`config.mk`:
```
export PLATFORM = sky130hd
export DESIGN_NAME = alu_arbiter
export DESIGN_NICKNAME = d
export VERILOG_FILES = /design/src/rtl/alu_arbiter_pkg.sv /design/src/rtl/alu_arbiter_rr_arbiter2.sv /design/src/rtl/alu_arbiter.sv
export SDC_FILE = /design/constraint.sdc
export NUM_CORES = 1
export LEC_CHECK = 0
export CAP_MARGIN = 5
export CORE_ASPECT_RATIO = 0.5
export CORE_MARGIN = 2
export CORE_UTILIZATION = 40
export DETAILED_ROUTE_END_ITERATION = 8
export GPL_ROUTABILITY_DRIVEN = 1
export PLACE_DENSITY = 0.81
export SYNTH_ARGS = -nofsm -noshare
export SYNTH_HDL_FRONTEND = slang
export SYNTH_SLANG_ARGS = --single-unit
```
`constraint.sdc`:
```
create_clock -name iClock -period 5.3 [get_ports iClock]
set_input_delay 1.325 -clock iClock [delete_from_list [all_inputs] [get_ports iClock]]
set_output_delay 1.325 -clock iClock [all_outputs]
set_load 0.02 [all_outputs]
```
`src/rtl/alu_arbiter_pkg.sv`:
```
// Shared encodings and widths for the ALU arbiter and the alu datapath.
// Holds the one-hot operation codes, the arbiter state encoding and the request payload layout.
package alu_arbiter_pkg;

  localparam int unsigned DATA_WIDTH = 16;
  localparam int unsigned OP_WIDTH   = 5;
  localparam int unsigned NUM_REQ    = 2;
  localparam int unsigned CNT_WIDTH  = 16;

  // One-hot operation codes; the alu treats anything else as result = B.
  localparam logic [OP_WIDTH-1:0] OP_NONE = 5'b00000;
  localparam logic [OP_WIDTH-1:0] OP_ADD  = 5'b00001;
  localparam logic [OP_WIDTH-1:0] OP_XOR  = 5'b00010;
  localparam logic [OP_WIDTH-1:0] OP_OR   = 5'b00100;
  localparam logic [OP_WIDTH-1:0] OP_NOT  = 5'b01000;
  localparam logic [OP_WIDTH-1:0] OP_AND  = 5'b10000;

  typedef enum logic [1:0] {
    ST_IDLE  = 2'd0,
    ST_ISSUE = 2'd1,
    ST_WAIT  = 2'd2,
    ST_RESP  = 2'd3
  } state_e;

  typedef struct packed {
    logic [DATA_WIDTH-1:0] a;
    logic [DATA_WIDTH-1:0] b;
    logic [OP_WIDTH-1:0]   op;
  } req_t;

  function automatic logic [NUM_REQ-1:0] idx_to_onehot(input logic idx);
    return idx ? 2'b10 : 2'b01;
  endfunction

endpackage

```
`src/rtl/alu_arbiter_rr_arbiter2.sv`:
```
// Two-way round-robin grant: a lone requester wins outright, on contention the
// requester that was not granted last wins.
module rr_arbiter2
  import alu_arbiter_pkg::*;
(
  input  logic [NUM_REQ-1:0] i_valid,
  input  logic               i_last_grant,
  output logic               o_grant_any_c,
  output logic               o_grant_idx_c,
  output logic [NUM_REQ-1:0] o_grant_c
);

  always_comb begin
    o_grant_any_c = |i_valid;
    o_grant_idx_c = 1'b0;
    o_grant_c     = '0;
    if (&i_valid) begin
      o_grant_idx_c = ~i_last_grant;
    end else begin
      o_grant_idx_c = i_valid[1];
    end
    if (o_grant_any_c) begin
      o_grant_c = idx_to_onehot(o_grant_idx_c);
    end
  end

endmodule

```
`src/rtl/alu_arbiter.sv`:
```
// Shares one external alu between two requesters: round-robin accept, issue to the
// alu, capture its registered result, then hand it back over a valid/ready response.
module alu_arbiter
  import alu_arbiter_pkg::*;
(
  input  logic                          iClock,
  input  logic                          iReset,
  input  logic [NUM_REQ-1:0]            iReqValid,
  output logic [NUM_REQ-1:0]            oReqReady,
  input  logic [NUM_REQ*DATA_WIDTH-1:0] iReqOperandA,
  input  logic [NUM_REQ*DATA_WIDTH-1:0] iReqOperandB,
  input  logic [NUM_REQ*OP_WIDTH-1:0]   iReqOperation,
  output logic [DATA_WIDTH-1:0]         oAluOperandA,
  output logic [DATA_WIDTH-1:0]         oAluOperandB,
  output logic [OP_WIDTH-1:0]           oAluOperation,
  input  logic [DATA_WIDTH-1:0]         iAluResult,
  output logic [NUM_REQ-1:0]            oRespValid,
  input  logic [NUM_REQ-1:0]            iRespReady,
  output logic [DATA_WIDTH-1:0]         oRespResult,
  output logic                          oBusy,
  output logic [CNT_WIDTH-1:0]          oOpCount
);

  state_e                r_state;
  state_e                w_state_nxt;
  logic                  r_last_grant;
  logic                  r_owner;
  logic [DATA_WIDTH-1:0] r_op_a;
  logic [DATA_WIDTH-1:0] r_op_b;
  logic [OP_WIDTH-1:0]   r_alu_op;
  logic [DATA_WIDTH-1:0] r_result;
  logic [NUM_REQ-1:0]    r_resp_valid;
  logic                  r_busy;
  logic [CNT_WIDTH-1:0]  r_op_count;

  logic                  w_grant_any;
  logic                  w_grant_idx;
  logic [NUM_REQ-1:0]    w_grant;
  logic [NUM_REQ-1:0]    w_req_ready;
  logic                  w_accept;
  logic                  w_resp_done;
  req_t                  w_sel_req;
  logic [CNT_WIDTH-1:0]  w_op_count_nxt;

  rr_arbiter2 u_rr_arbiter2 (
    .i_valid       (iReqValid),
    .i_last_grant  (r_last_grant),
    .o_grant_any_c (w_grant_any),
    .o_grant_idx_c (w_grant_idx),
    .o_grant_c     (w_grant)
  );

  // Payload slice of the requester currently winning arbitration.
  always_comb begin
    w_sel_req = '0;
    if (w_grant_idx) begin
      w_sel_req.a  = iReqOperandA[2*DATA_WIDTH-1:DATA_WIDTH];
      w_sel_req.b  = iReqOperandB[2*DATA_WIDTH-1:DATA_WIDTH];
      w_sel_req.op = iReqOperation[2*OP_WIDTH-1:OP_WIDTH];
    end else begin
      w_sel_req.a  = iReqOperandA[DATA_WIDTH-1:0];
      w_sel_req.b  = iReqOperandB[DATA_WIDTH-1:0];
      w_sel_req.op = iReqOperation[OP_WIDTH-1:0];
    end
  end

  // Next-state and handshake decode.
  always_comb begin
    w_state_nxt = r_state;
    w_req_ready = '0;
    w_accept    = 1'b0;
    w_resp_done = 1'b0;
    unique case (r_state)
      ST_IDLE: begin
        w_req_ready = w_grant;
        if (w_grant_any) begin
          w_accept    = 1'b1;
          w_state_nxt = ST_ISSUE;
        end
      end
      ST_ISSUE: w_state_nxt = ST_WAIT;
      ST_WAIT:  w_state_nxt = ST_RESP;
      ST_RESP: begin
        if (iRespReady[r_owner]) begin
          w_resp_done = 1'b1;
          w_state_nxt = ST_IDLE;
        end
      end
      default: w_state_nxt = ST_IDLE;
    endcase
  end

  assign w_op_count_nxt = r_op_count + CNT_WIDTH'(w_resp_done);

  always_ff @(posedge iClock or posedge iReset) begin
    if (iReset) begin
      r_state      <= ST_IDLE;
      r_last_grant <= 1'b1;
      r_owner      <= 1'b0;
      r_op_a       <= '0;
      r_op_b       <= '0;
      r_alu_op     <= OP_NONE;
      r_result     <= '0;
      r_resp_valid <= '0;
      r_busy       <= 1'b0;
      r_op_count   <= '0;
    end else begin
      r_state    <= w_state_nxt;
      r_busy     <= (w_state_nxt != ST_IDLE);
      r_op_count <= w_op_count_nxt;
      // The operation code is presented to the alu only during the ISSUE cycle.
      r_alu_op   <= w_accept ? w_sel_req.op : OP_NONE;
      if (w_accept) begin
        r_op_a       <= w_sel_req.a;
        r_op_b       <= w_sel_req.b;
        r_owner      <= w_grant_idx;
        r_last_grant <= w_grant_idx;
      end
      if (r_state == ST_WAIT) begin
        r_result <= iAluResult;
      end
      r_resp_valid <= (w_state_nxt == ST_RESP) ? idx_to_onehot(r_owner) : '0;
    end
  end

  assign oReqReady     = w_req_ready;
  assign oAluOperandA  = r_op_a;
  assign oAluOperandB  = r_op_b;
  assign oAluOperation = r_alu_op;
  assign oRespValid    = r_resp_valid;
  assign oRespResult   = r_result;
  assign oBusy         = r_busy;
  assign oOpCount      = r_op_count;

endmodule

```
==> impl_metrics.toml <==
[outcome]
status = "finished, final reports clean"

[drt]
drt_pre_antenna_iters = 4
antenna_left = 0
vias = 2731
avgRoutedWirePerCell_um = 16.57
detail_route.vias_per_cell = 5.002
drt_first_iter_violations = 141
finalWirelength_um = 9047
remaining_drc_errors = 0

[clock_tree]
clkLatencyLatePin_ns = 0.33
clock_tree.root_cell = "sky130_fd_sc_hd__clkbuf_16"
cts_tree = "done"
cts_resized = 0
h-tree-depth = 3
postCtsSetupBuffers = 0
cts.path.max_buffers = 2
post_cts_hold_buffer_count = 0
numCtsBuffers = 9
clkSinkCount = 76
clock_edge_transition_at_the_registers_on_the_reported_setup_and_hold_paths_ns = 0.05

[min_path]
hp-class = "reg2reg"

[global_route]
first_global_vias = 2685
congestion_overflow_gr = 0
grtUsageTotal_pct = 20.86
initial_antenna_violation_count = 0
grt_first_pass_wirelength_um = 13860
maximum_number_of_pins_on_one_net_before_global_route_repair = 30

[place]
portBuffers = 169
place.detailed.instances = 532
gp_congestion = 0.7906
dp_hpwl_um = 6578
dpl_worst_slack_ns = 0.7716

[power_and_ir_drop]
ir_worst_vdd_v = 0.0002528
total_leakage_power_nw = 2.347
post-layout-total-power_mw = 2.783
power.density_cell_area_nw_per_um2 = 524.5

[yosys]
postSynthAreaPerCell_um2 = 12.38
netlist.area_leader.share_pct = 58.09
fraction_of_the_yosys_area_taken_by_sequential_cells_pct = 58.91
synth_cell_types = 34
synthDominantAreaCellType = "sky130_fd_sc_hd__dfrtp_1"
synth_fp_nets = 359
mappedNetlistArea_um2 = 3231
synthTopCellsByArea = "sky130_fd_sc_hd__dfrtp_1 58%, sky130_fd_sc_hd__mux2i_1 6.5%, sky130_fd_sc_hd__o21ai_0 6.5%"
synthesis.instances = 261
yosys_warning_total = 0
number_of_synthesized_register_bits = 76

[setup_path]
path_class = "in2out"
timing.critical_path.fanout_max = 17
worst_path_dominant_cell_family = "buffers and inverters"
critPathRequiredTime_ns = 3.97
slowest_delay_ns = 0.73
crit_slowest_cell = "sky130_fd_sc_hd__clkdlybuf4s50_1"
crit_path_cell_trace = "clkdlybuf4s50_1 > and3_1 > clkdlybuf4s50_1"
cp_data_arrival_time_ns = 3.22
worst_setup_path_start_kind = "primary input"
setup.worst_path.end_class = "primary output"
number_of_buffer_and_inverter_stages_on_the_critical_path = 2
worst_path_most_repeated_cell = "sky130_fd_sc_hd__clkdlybuf4s50_1"

[cells_and_area]
final_core_utilization_pct = 67.05
final_common_cell = "sky130_fd_sc_hd__clkdlybuf4s50_1"
stdcell_count = 546
area.growth.synth_to_final_pct = 64.25
n_antenna_cell = 0
n_fill_cell = 595
mostFrequentLayoutCells = "169 x sky130_fd_sc_hd__clkdlybuf4s50_1, 75 x sky130_fd_sc_hd__dfrtp_1, 42 x sky130_fd_sc_hd__o21ai_0, 21 x sky130_fd_sc_hd__mux2i_1, 17 x sky130_fd_sc_hd__mux2_2"
final_net_count = 529
final_layout_size_suffix_gt1_share_pct = 10.14

[timing]
worst_clock_skew_ns = 0.002824
setup_viol = 0
final.period_utilization_pct = 85.80
timing.final.max_slew_violations = 0
unrepaired_setup_endpoints_after_global_routing = "false"
period_minus_slack_ns = 4.548
final.setup.worst_slack_ns = 0.7524
worst_slew_margin_rel_pct = 31.13
worst_slew_pin_slew_ns = 1.024
timing.setup.tns_ns = 0
hold_viol_final = 0
maxClockFrequency_ghz = 0.2199

[floorplanning]
io_pins = 170
die_h_um = 67.55
die_width_um = 131.1
core_region_area_um2 = 7914
floorplan.die_area_um2 = 8855
start_util_pct = 40.82
rows = 23

[run]
cap_violations = 0
-- cells in the mapped netlist, drive strengths merged --
cell,instances
nand2,4
buf,7
a22o,5
nand4,3
nand2b,1
inv,5
a21o,2
dfstp,1
or2,1
a21boi,1
nor4,4
nand3,5
a221o,11
and2,1
mux2i,21
xor2,10
mux2,17
o21ai,44
and3,13
dfrtp,75
nor3,4
nor2,8
a21bo,1
ha,2
clkbuf,8
xnor2,4
a21oi,2
a211oi,1
-- routing by layer --
| metal | global-route usage [%] | part of all wire [%] | vias up |
|---|---|---|---|
| met2 | 35.75 | 53 | 69 |
| met1 | 25.30 | 41 | 1350 |
| li1 | - | - | 1295 |
| met3 | 5.784 | 4.1 | 17 |
| met5 | 0 | 0 | - |
| met4 | 8.644 | 2.1 | 0 |
-- cells by family after synthesis --
group	Yosys count	share of synthesized area [%]
AO/OA/AOI/OAI	67	13.25
multiplexers	38	12.43
adder cells (fa/ha/maj)	2	0.7745
AND/OR/NAND/NOR	44	7.630
flip-flops	76	58.91
XOR/XNOR	14	3.795
buffers and inverters	20	3.215
-- final timing paths --
check | cells past startpoint | endpoint | slack, ns | startpoint
setup / recovery | 3 | oReqReady[0] | 0.75 | iReqValid[0]
hold / removal | 1 | oOpCount[15] | 0.47 | oOpCount[15]
setup reg to reg | 4 | oAluOperandA[8] | 3.24 | r_state[0]
hold reg to reg | 1 | oOpCount[15] | 0.47 | oOpCount[15]
max in group asynchronous | 3 | r_last_grant | 3.16 | iReset
min in group asynchronous | 2 | oRespResult[4] | 1.36 | iReset
-- registers in the layout, summed over array words and instances (netlist names), 2 cells and up --
signal         cells
oAluOperandA      16
oAluOperandB      16
oOpCount          16
oRespResult       16
oAluOperation      5
oRespValid         2
r_state            2
-- cell type report --
type	count	area (um2)	share of cell area [%]
multi-input cells	165	1224	23.06
clock inverters	2	35.03	0.6602
well taps	112	140.1	2.641
flip-flops and latches	76	1903	35.86
inverters	5	18.77	0.3537
repair buffers	174	1729	32.59
clock buffers	12	256.5	4.834
-- per-stage QoR --
step / hold slack, ns / instance area, um2
2_1_floorplan: 0.4618 / 3231
3_3_place_gp: 0.4572 / 5015
3_5_place_dp: 0.4625 / 5015
4_1_cts: 0.4698 / 5306
5_1_grt: 0.5036 / 5306
6_report: 0.4668 / 5306
-- report_power, final --
group | internal, mW | total, mW | switching (mW)
combinational | 0.627 | 1.24 | 0.612
sequential | 0.812 | 0.946 | 0.134
clock | 0.384 | 0.598 | 0.214
total | 1.82 | 2.78 | 0.960
No activity file was read; power rests on OpenSTA's default activity.
